## config.mk

```make
export PLATFORM = sky130hd
export DESIGN_NAME = udm_frame_decoder
export DESIGN_NICKNAME = d
export VERILOG_FILES = /design/src/rtl/udm_pkg.sv /design/src/rtl/udm_timeout_timer.sv /design/src/rtl/udm_frame_decoder.sv
export SDC_FILE = /design/constraint.sdc
export NUM_CORES = 1
export LEC_CHECK = 0
export CORE_ASPECT_RATIO = 1.25
export CORE_MARGIN = 3
export CORE_UTILIZATION = 49
export DETAILED_ROUTE_END_ITERATION = 7
export PLACE_DENSITY_LB_ADDON = 0.12
export SYNTH_ARGS = -nofsm -noshare
export SYNTH_HDL_FRONTEND = slang
export SYNTH_HIERARCHICAL = 1
export SYNTH_SLANG_ARGS = --single-unit
```

## constraint.sdc

```tcl
create_clock -name clk_i -period 2.92 [get_ports clk_i]
set_input_delay 0.292 -clock clk_i [delete_from_list [all_inputs] [get_ports clk_i]]
set_output_delay 0.292 -clock clk_i [all_outputs]
set_load 0.03 [all_outputs]
```

## src/rtl/udm_pkg.sv

```systemverilog
// Shared definitions for the UDM frame decoder: command codes, the default
// frame start marker and the decoder FSM state encoding.
package udm_pkg;

  localparam logic [7:0] UDM_CMD_WR       = 8'h01;
  localparam logic [7:0] UDM_CMD_RD       = 8'h02;
  localparam logic [7:0] UDM_SYNC_DEFAULT = 8'h55;

  typedef enum logic [2:0] {
    ST_IDLE = 3'd0,
    ST_CMD  = 3'd1,
    ST_ADDR = 3'd2,
    ST_DATA = 3'd3,
    ST_HOLD = 3'd4
  } udm_state_t;

endpackage

```

## src/rtl/udm_timeout_timer.sv

```systemverilog
// Inter-byte watchdog for the UDM frame decoder. Counts idle cycles while a
// frame is in progress and raises a single-cycle expiry when the limit is hit.
module udm_timeout_timer #(
  parameter logic [31:0] LIMIT = 32'd1000000
) (
  input  logic clk,
  input  logic rst_n,
  input  logic run,
  input  logic clear,
  output logic expired
);

  logic [31:0] count;

  assign expired = run && !clear && (count == LIMIT - 32'd1);

  // Count idle cycles inside a frame; any byte, expiry or leaving the frame restarts from zero.
  always_ff @(posedge clk or negedge rst_n) begin
    if (!rst_n) begin
      count <= 32'd0;
    end else if (!run || clear || expired) begin
      count <= 32'd0;
    end else begin
      count <= count + 32'd1;
    end
  end

endmodule

```

## src/rtl/udm_frame_decoder.sv

```systemverilog
// UDM frame decoder: turns a UART byte stream (SYNC, CMD, ADDR, [DATA]) into a
// single read/write command held behind a valid/ready handshake.
// Optional inter-byte timeout is enabled by defining UDM_FRAME_TIMEOUT_EN.
module udm_frame_decoder
  import udm_pkg::*;
#(
  parameter logic [31:0] TIMEOUT_CYCLES = 32'd1000000,
  parameter logic [7:0]  SYNC_BYTE      = UDM_SYNC_DEFAULT
) (
  input  logic        clk_i,
  input  logic        rstn_i,
  input  logic        locked_i,
  input  logic        rx_done_tick_i,
  input  logic [7:0]  rx_data_bi,
  output logic        cmd_valid_o,
  input  logic        cmd_ready_i,
  output logic        cmd_we_o,
  output logic [31:0] cmd_addr_bo,
  output logic [31:0] cmd_wdata_bo,
  output logic        err_o,
  output logic        ovf_o
);

  udm_state_t  state;
  udm_state_t  state_next;
  logic [1:0]  byte_cnt;
  logic        cmd_we;
  logic [31:0] cmd_addr;
  logic [31:0] cmd_wdata;
  logic        err;
  logic        ovf;

  logic        cmd_latch;
  logic        shift_addr;
  logic        shift_data;
  logic        err_set;
  logic        ovf_set;
  logic        timeout_hit;

`ifdef UDM_FRAME_TIMEOUT_EN
  logic frame_active;

  assign frame_active = (state == ST_CMD) || (state == ST_ADDR) || (state == ST_DATA);

  udm_timeout_timer #(
    .LIMIT (TIMEOUT_CYCLES)
  ) u_timeout (
    .clk     (clk_i),
    .rst_n   (rstn_i),
    .run     (frame_active),
    .clear   (rx_done_tick_i),
    .expired (timeout_hit)
  );
`else
  // Without the watchdog a partial frame waits forever; the parameter is still referenced.
  assign timeout_hit = 1'b0 & (TIMEOUT_CYCLES == 32'd0);
`endif

  // State register.
  always_ff @(posedge clk_i or negedge rstn_i) begin
    if (!rstn_i) begin
      state <= ST_IDLE;
    end else begin
      state <= state_next;
    end
  end

  // Next-state and datapath strobes; lock loss aborts any frame but never a pending command.
  always_comb begin
    state_next = state;
    cmd_latch  = 1'b0;
    shift_addr = 1'b0;
    shift_data = 1'b0;
    err_set    = 1'b0;
    ovf_set    = 1'b0;
    if (state != ST_HOLD && !locked_i) begin
      state_next = ST_IDLE;
    end else if (timeout_hit) begin
      state_next = ST_IDLE;
      err_set    = 1'b1;
    end else begin
      case (state)
        ST_IDLE: begin
          if (rx_done_tick_i && rx_data_bi == SYNC_BYTE) state_next = ST_CMD;
        end
        ST_CMD: begin
          if (rx_done_tick_i) begin
            if (rx_data_bi == UDM_CMD_WR || rx_data_bi == UDM_CMD_RD) begin
              cmd_latch  = 1'b1;
              state_next = ST_ADDR;
            end else begin
              err_set    = 1'b1;
              state_next = ST_IDLE;
            end
          end
        end
        ST_ADDR: begin
          if (rx_done_tick_i) begin
            shift_addr = 1'b1;
            if (byte_cnt == 2'd3) state_next = cmd_we ? ST_DATA : ST_HOLD;
          end
        end
        ST_DATA: begin
          if (rx_done_tick_i) begin
            shift_data = 1'b1;
            if (byte_cnt == 2'd3) state_next = ST_HOLD;
          end
        end
        ST_HOLD: begin
          if (rx_done_tick_i) ovf_set = 1'b1;
          if (cmd_ready_i) state_next = ST_IDLE;
        end
        default: state_next = ST_IDLE;
      endcase
    end
  end

  // Command fields, byte counter and the one-cycle error/overflow pulses.
  always_ff @(posedge clk_i or negedge rstn_i) begin
    if (!rstn_i) begin
      byte_cnt  <= 2'd0;
      cmd_we    <= 1'b0;
      cmd_addr  <= 32'd0;
      cmd_wdata <= 32'd0;
      err       <= 1'b0;
      ovf       <= 1'b0;
    end else begin
      err <= err_set;
      ovf <= ovf_set;
      if (cmd_latch) begin
        cmd_we <= (rx_data_bi == UDM_CMD_WR);
        if (rx_data_bi != UDM_CMD_WR) cmd_wdata <= 32'd0;
      end
      if (shift_addr) cmd_addr[{byte_cnt, 3'b000} +: 8] <= rx_data_bi;
      if (shift_data) cmd_wdata[{byte_cnt, 3'b000} +: 8] <= rx_data_bi;
      if (state_next == ST_IDLE) begin
        byte_cnt <= 2'd0;
      end else if (shift_addr || shift_data) begin
        byte_cnt <= byte_cnt + 2'd1;
      end
    end
  end

  assign cmd_valid_o  = (state == ST_HOLD);
  assign cmd_we_o     = cmd_we;
  assign cmd_addr_bo  = cmd_addr;
  assign cmd_wdata_bo = cmd_wdata;
  assign err_o        = err;
  assign ovf_o        = ovf;

endmodule

```

==> summary by stage <==
Synthesis
The synthesized design contains 0 enable-type register cells. For this run, the leading register cell type out of synthesis is sky130_fd_sc_hd__dfrtp_1. By area the synthesized netlist is led by sky130_fd_sc_hd__dfrtp_1, sky130_fd_sc_hd__a32o_1, sky130_fd_sc_hd__mux2i_1. Dividing the synthesized area by the synthesized cell count gives 11.3 um^2. The total number of yosys warnings is 6. The share of cell area taken by muxes after synthesis is 9.70%.

The sequential share of the synthesized area is 54.6%. The synthesized design spends more area on one cell type than any other, namely sky130_fd_sc_hd__dfrtp_1. The post-synthesis share of cell area spent on xor and xnor gates is 0.531%. Counting flops with an async set or reset pin after synthesis yields a share of 100%. The number of register bits inferred by synthesis is 72. After synthesis, the largest area contributor takes up 54.6% of total cell area. Synthesis produced a netlist with a net count of 310. Summing the areas of all compound-gate instances in the mapped netlist gives 11.9% of the synthesized area. Counting distinct cell types in the post-synthesis netlist gives 34. The post-synthesis cell area is 3300 um^2. The commonest cells after synthesis are sky130_fd_sc_hd__dfrtp_1, sky130_fd_sc_hd__inv_1, sky130_fd_sc_hd__nand2_1. After Yosys synthesis, and, or, nand and nor cells account for 12.5% of the synthesized area. The most common cell in the netlist is sky130_fd_sc_hd__dfrtp_1. The cell count after synthesis is 291. The synthesized-area fraction occupied by adder cells is 2.27%. After synthesis, the largest family of logic cells by area is simple AND/OR/NAND/NOR gates.

Critical path
The cell with the biggest individual delay on the critical path is sky130_fd_sc_hd__clkdlybuf4s50_1. The worst setup path is launched from a register. The worst setup path category is register to primary output. At the worst endpoint, the required time is 2.63 ns. Data arrives at the worst endpoint at 2.01 ns. The combined buffer and inverter count along the critical path is 1. Of all nets on the critical path, the largest fanout is 10. The signal on the critical path passes through nor3b_1 > clkdlybuf4s50_1. The sort of element at the end of the critical path is a primary output. On the critical path the largest part of the delay comes from buffers and inverters. The startpoint identified for the worst register-to-register timing path is byte_cnt[0]$_DFFE_PN0P_. The first element of the critical path is state[0]$_DFF_PN0_. The longest individual stage delay on the worst path is 0.75 ns.

Die
The effective utilization at floorplan is 51.8%. The number of top-level pins is 81. Row generation in the floorplan step produced 32 rows. The area enclosed by the die boundary is 7760 um^2. In this run the horizontal extent of the chip is 79.4 um.

The area of the core is 6370 um^2. The die extent in y is 97.8 um.

Pwr
Per report_power, the combinational group accounts for 3.9% of the total. The clock network is responsible for 47.8% of the overall power. The switching power of the nets is 0.425 mW.

The static power due to leakage is 1.96 nW. Cell internal power was estimated by the tool at 1.64 mW. The highest ir drop seen on vdd is 0.345 mV. The post-layout total power is 2.06 mW. In this run the power density over the cells is 467 nW/um^2.

The share of power burned in registers is 48.4%. In this run switching power makes up 20.6% of total power.

Cells and area
The number of nets in the final layout is 392. Summing all multi-input logic gate instances after layout gives 1220 um^2. The fraction of final layout cells with drive strength greater than 1 is 8.99%. The area growth from synthesis to layout is 33.6%.

After filler insertion, the fill cell instance count of the layout stands at 516. After the flow finishes, the layout carries non-filler instances totaling 463. Registers take 1800 um^2.

The repair_antennas step left the layout with diodes totalling 0.

Run status
The run finished with clean final reports.

Place
The count of buffers added on input and output ports is 80. The congestion estimate from routability-driven global placement came to 0.866. The wire-length estimate of the detail-placed layout is 5500 um. The number of placed instances with taps included is 447. OpenSTA, run right after detailed placement, puts the worst setup slack at 0.332 ns.

Routing
The routed design has 8250 um of wire. Before antenna repair, the detailed router went through 4 iterations. The number of remaining DRC errors is 0. The iteration-0 DRC count of the detailed router is 147. The via count normalized by instance count is 5.46. The post-detailed-route count of antenna-violating nets is 0. The total vias in the final route is 2526. The average wire length per cell after detail routing is 17.8 um.

Clocking
Clock tree synthesis found a total of 72 sinks. TritonCTS built the clock tree. The worst-skew pair later-pin latency is 0.34 ns. The root cell of the clock tree is sky130_fd_sc_hd__clkbuf_8.

Hold repair after CTS inserted 0 buffers. The maximum root-to-sink buffer count is 2. The H-tree was split into 3 levels. Once the clock tree was built, the resizer swapped 0 gates to a different size. The clock edge transition at the registers on the reported setup and hold paths is 0.08 ns. In this run, CTS created clock tree buffers numbering 9. Once the clock tree was built, the setup fixing pass inserted 0 buffers.

GRT
The via count of the first global-routing pass was 2566. Entering global routing, the biggest net connects 73 pins. The total overflow left after global routing is 0. The first global-routing pass estimated 13400 um of wire. In the global route stage, overall resource usage came out at 22.7%.

The number of antenna violations at the first check in global routing is 0.

Timing
After layout, the worst setup slack is 0.617 ns. The number of hold violations in the final report was 0. Final hold analysis gives a worst-case slack of 0.165 ns. Setup repair after global routing left no endpoint under its margin. The count of pins over their slew limit came to 0. The relative slew slack is 39.8%. At the pin with the least slew margin, the transition time is 0.903 ns. Setup violations remaining at the end of the flow were counted as 0.

After routing, the total negative slack on setup checks comes to 0 ns. In the finished design, the share of the clock period the worst path needs comes to 78.9%. The minimum period implied by the final worst setup slack is 2.30 ns. The final setup skew is 0.0102 ns. The achievable clock frequency is 434 MHz.

Run
The max capacitance violation total is 0.

Worst hold path
The class of the worst hold path is input port to async pin.
-- state kept, by name, summed over array words and instances (netlist names) --
| register | count |
|---|---|
| byte_cnt | 2 |
| cmd_wdata_bo | 32 |
| cmd_addr_bo | 32 |
| cmd_we_o | 1 |
| ovf_o | 1 |
| state | 3 |
| err_o | 1 |
-- worst paths after layout --
check                                               to  slack [ns]  depth (start not counted)
min in group clk_i         cmd_addr_bo[26]$_DFFE_PN0P_        0.52                          2
max reg2reg                  cmd_wdata_bo[7]$_DFF_PN0_        0.68                          5
min reg2reg                cmd_addr_bo[26]$_DFFE_PN0P_        0.52                          2
min                         cmd_addr_bo[6]$_DFFE_PN0P_        0.16                          2
max in group asynchronous   cmd_wdata_bo[14]$_DFF_PN0_        2.18                          2
max                                        cmd_valid_o        0.62                          2
-- routing by layer --
| layer | track usage [%] | share of wire (%) | vias up |
|---|---|---|---|
| met5 | 0 | 0 | - |
| met4 | 8.33 | 1.3 | 0 |
| met3 | 4.80 | 5.5 | 10 |
| met2 | 36.8 | 51 | 73 |
| met1 | 30.0 | 42 | 1276 |
| li1 | - | - | 1167 |
-- stage by stage --
step | instance area, um^2 | utilization [%]
4_1_cts | 4410 | 69.3
6_report | 4410 | 69.3
5_1_grt | 4410 | 69.3
3_3_place_gp | 4160 | 65.3
2_1_floorplan | 3300 | -
3_5_place_dp | 4160 | 65.3
-- power by group through the flow --
stage | clock network, mW | logic [mW] | registers [mW]
global placement | 0 | 0.0800 | 1.02
global route | 1.04 | 0.0875 | 0.996
CTS | 0.992 | 0.0817 | 0.996
finish | 0.985 | 0.0795 | 0.996
detailed placement | 0 | 0.0813 | 1.02
floorplan | 0 | 0.0244 | 1.02
-- worst reg2reg max path, cell delays in order (launching register included) --
cell and delay (ns):
sky130_fd_sc_hd__dfrtp_1 0.51, sky130_fd_sc_hd__inv_1 0.16, sky130_fd_sc_hd__ha_1 0.37, sky130_fd_sc_hd__nor3b_1 0.39, sky130_fd_sc_hd__nor2b_1 0.55, sky130_fd_sc_hd__a32o_1 0.21
-- final cells by class --
class,count,area share [%]
clock buffer,11,3.43
clock inverter,5,2.33
inverter,36,3.06
multi-input combinational,161,27.6
sequential,72,40.9
tap,85,2.41
timing repair buffer,93,20.3
-- cell families (layout without fill, tap and decap cells) --
group                      count (synthesis)  after routing
and+or+nand+nor                           78             78
xor gates and xnor gates                   2              2
muxes                                     32             32
adders and majority gates                  6              6
AOI/OAI and AO/OA                         43             43
buffers and inverters                     58            145
DFF                                       72             72
-- layout by cell type, fill, tap and decap left out, types with 2 or more instances in the layout --
| cell | instances |
|---|---|
| sky130_fd_sc_hd__clkdlybuf4s50_1 | 79 |
| sky130_fd_sc_hd__dfrtp_1 | 72 |
| sky130_fd_sc_hd__inv_1 | 36 |
| sky130_fd_sc_hd__nand2_1 | 34 |
| sky130_fd_sc_hd__a32o_1 | 33 |
| sky130_fd_sc_hd__mux2i_1 | 32 |
| sky130_fd_sc_hd__buf_4 | 13 |
| sky130_fd_sc_hd__clkbuf_8 | 11 |
| sky130_fd_sc_hd__nor2b_1 | 6 |
| sky130_fd_sc_hd__ha_1 | 6 |
| sky130_fd_sc_hd__nand2b_1 | 5 |
| sky130_fd_sc_hd__nor2_1 | 5 |
| sky130_fd_sc_hd__nand3_1 | 5 |
| sky130_fd_sc_hd__and2_1 | 5 |
| sky130_fd_sc_hd__nor3b_1 | 4 |
| sky130_fd_sc_hd__a21oi_1 | 4 |
| sky130_fd_sc_hd__nor3_1 | 4 |
| sky130_fd_sc_hd__bufinv_16 | 3 |
| sky130_fd_sc_hd__xnor2_1 | 2 |
| sky130_fd_sc_hd__nor4_1 | 2 |
| sky130_fd_sc_hd__a211oi_1 | 2 |
(Power assumes the default switching activity.)
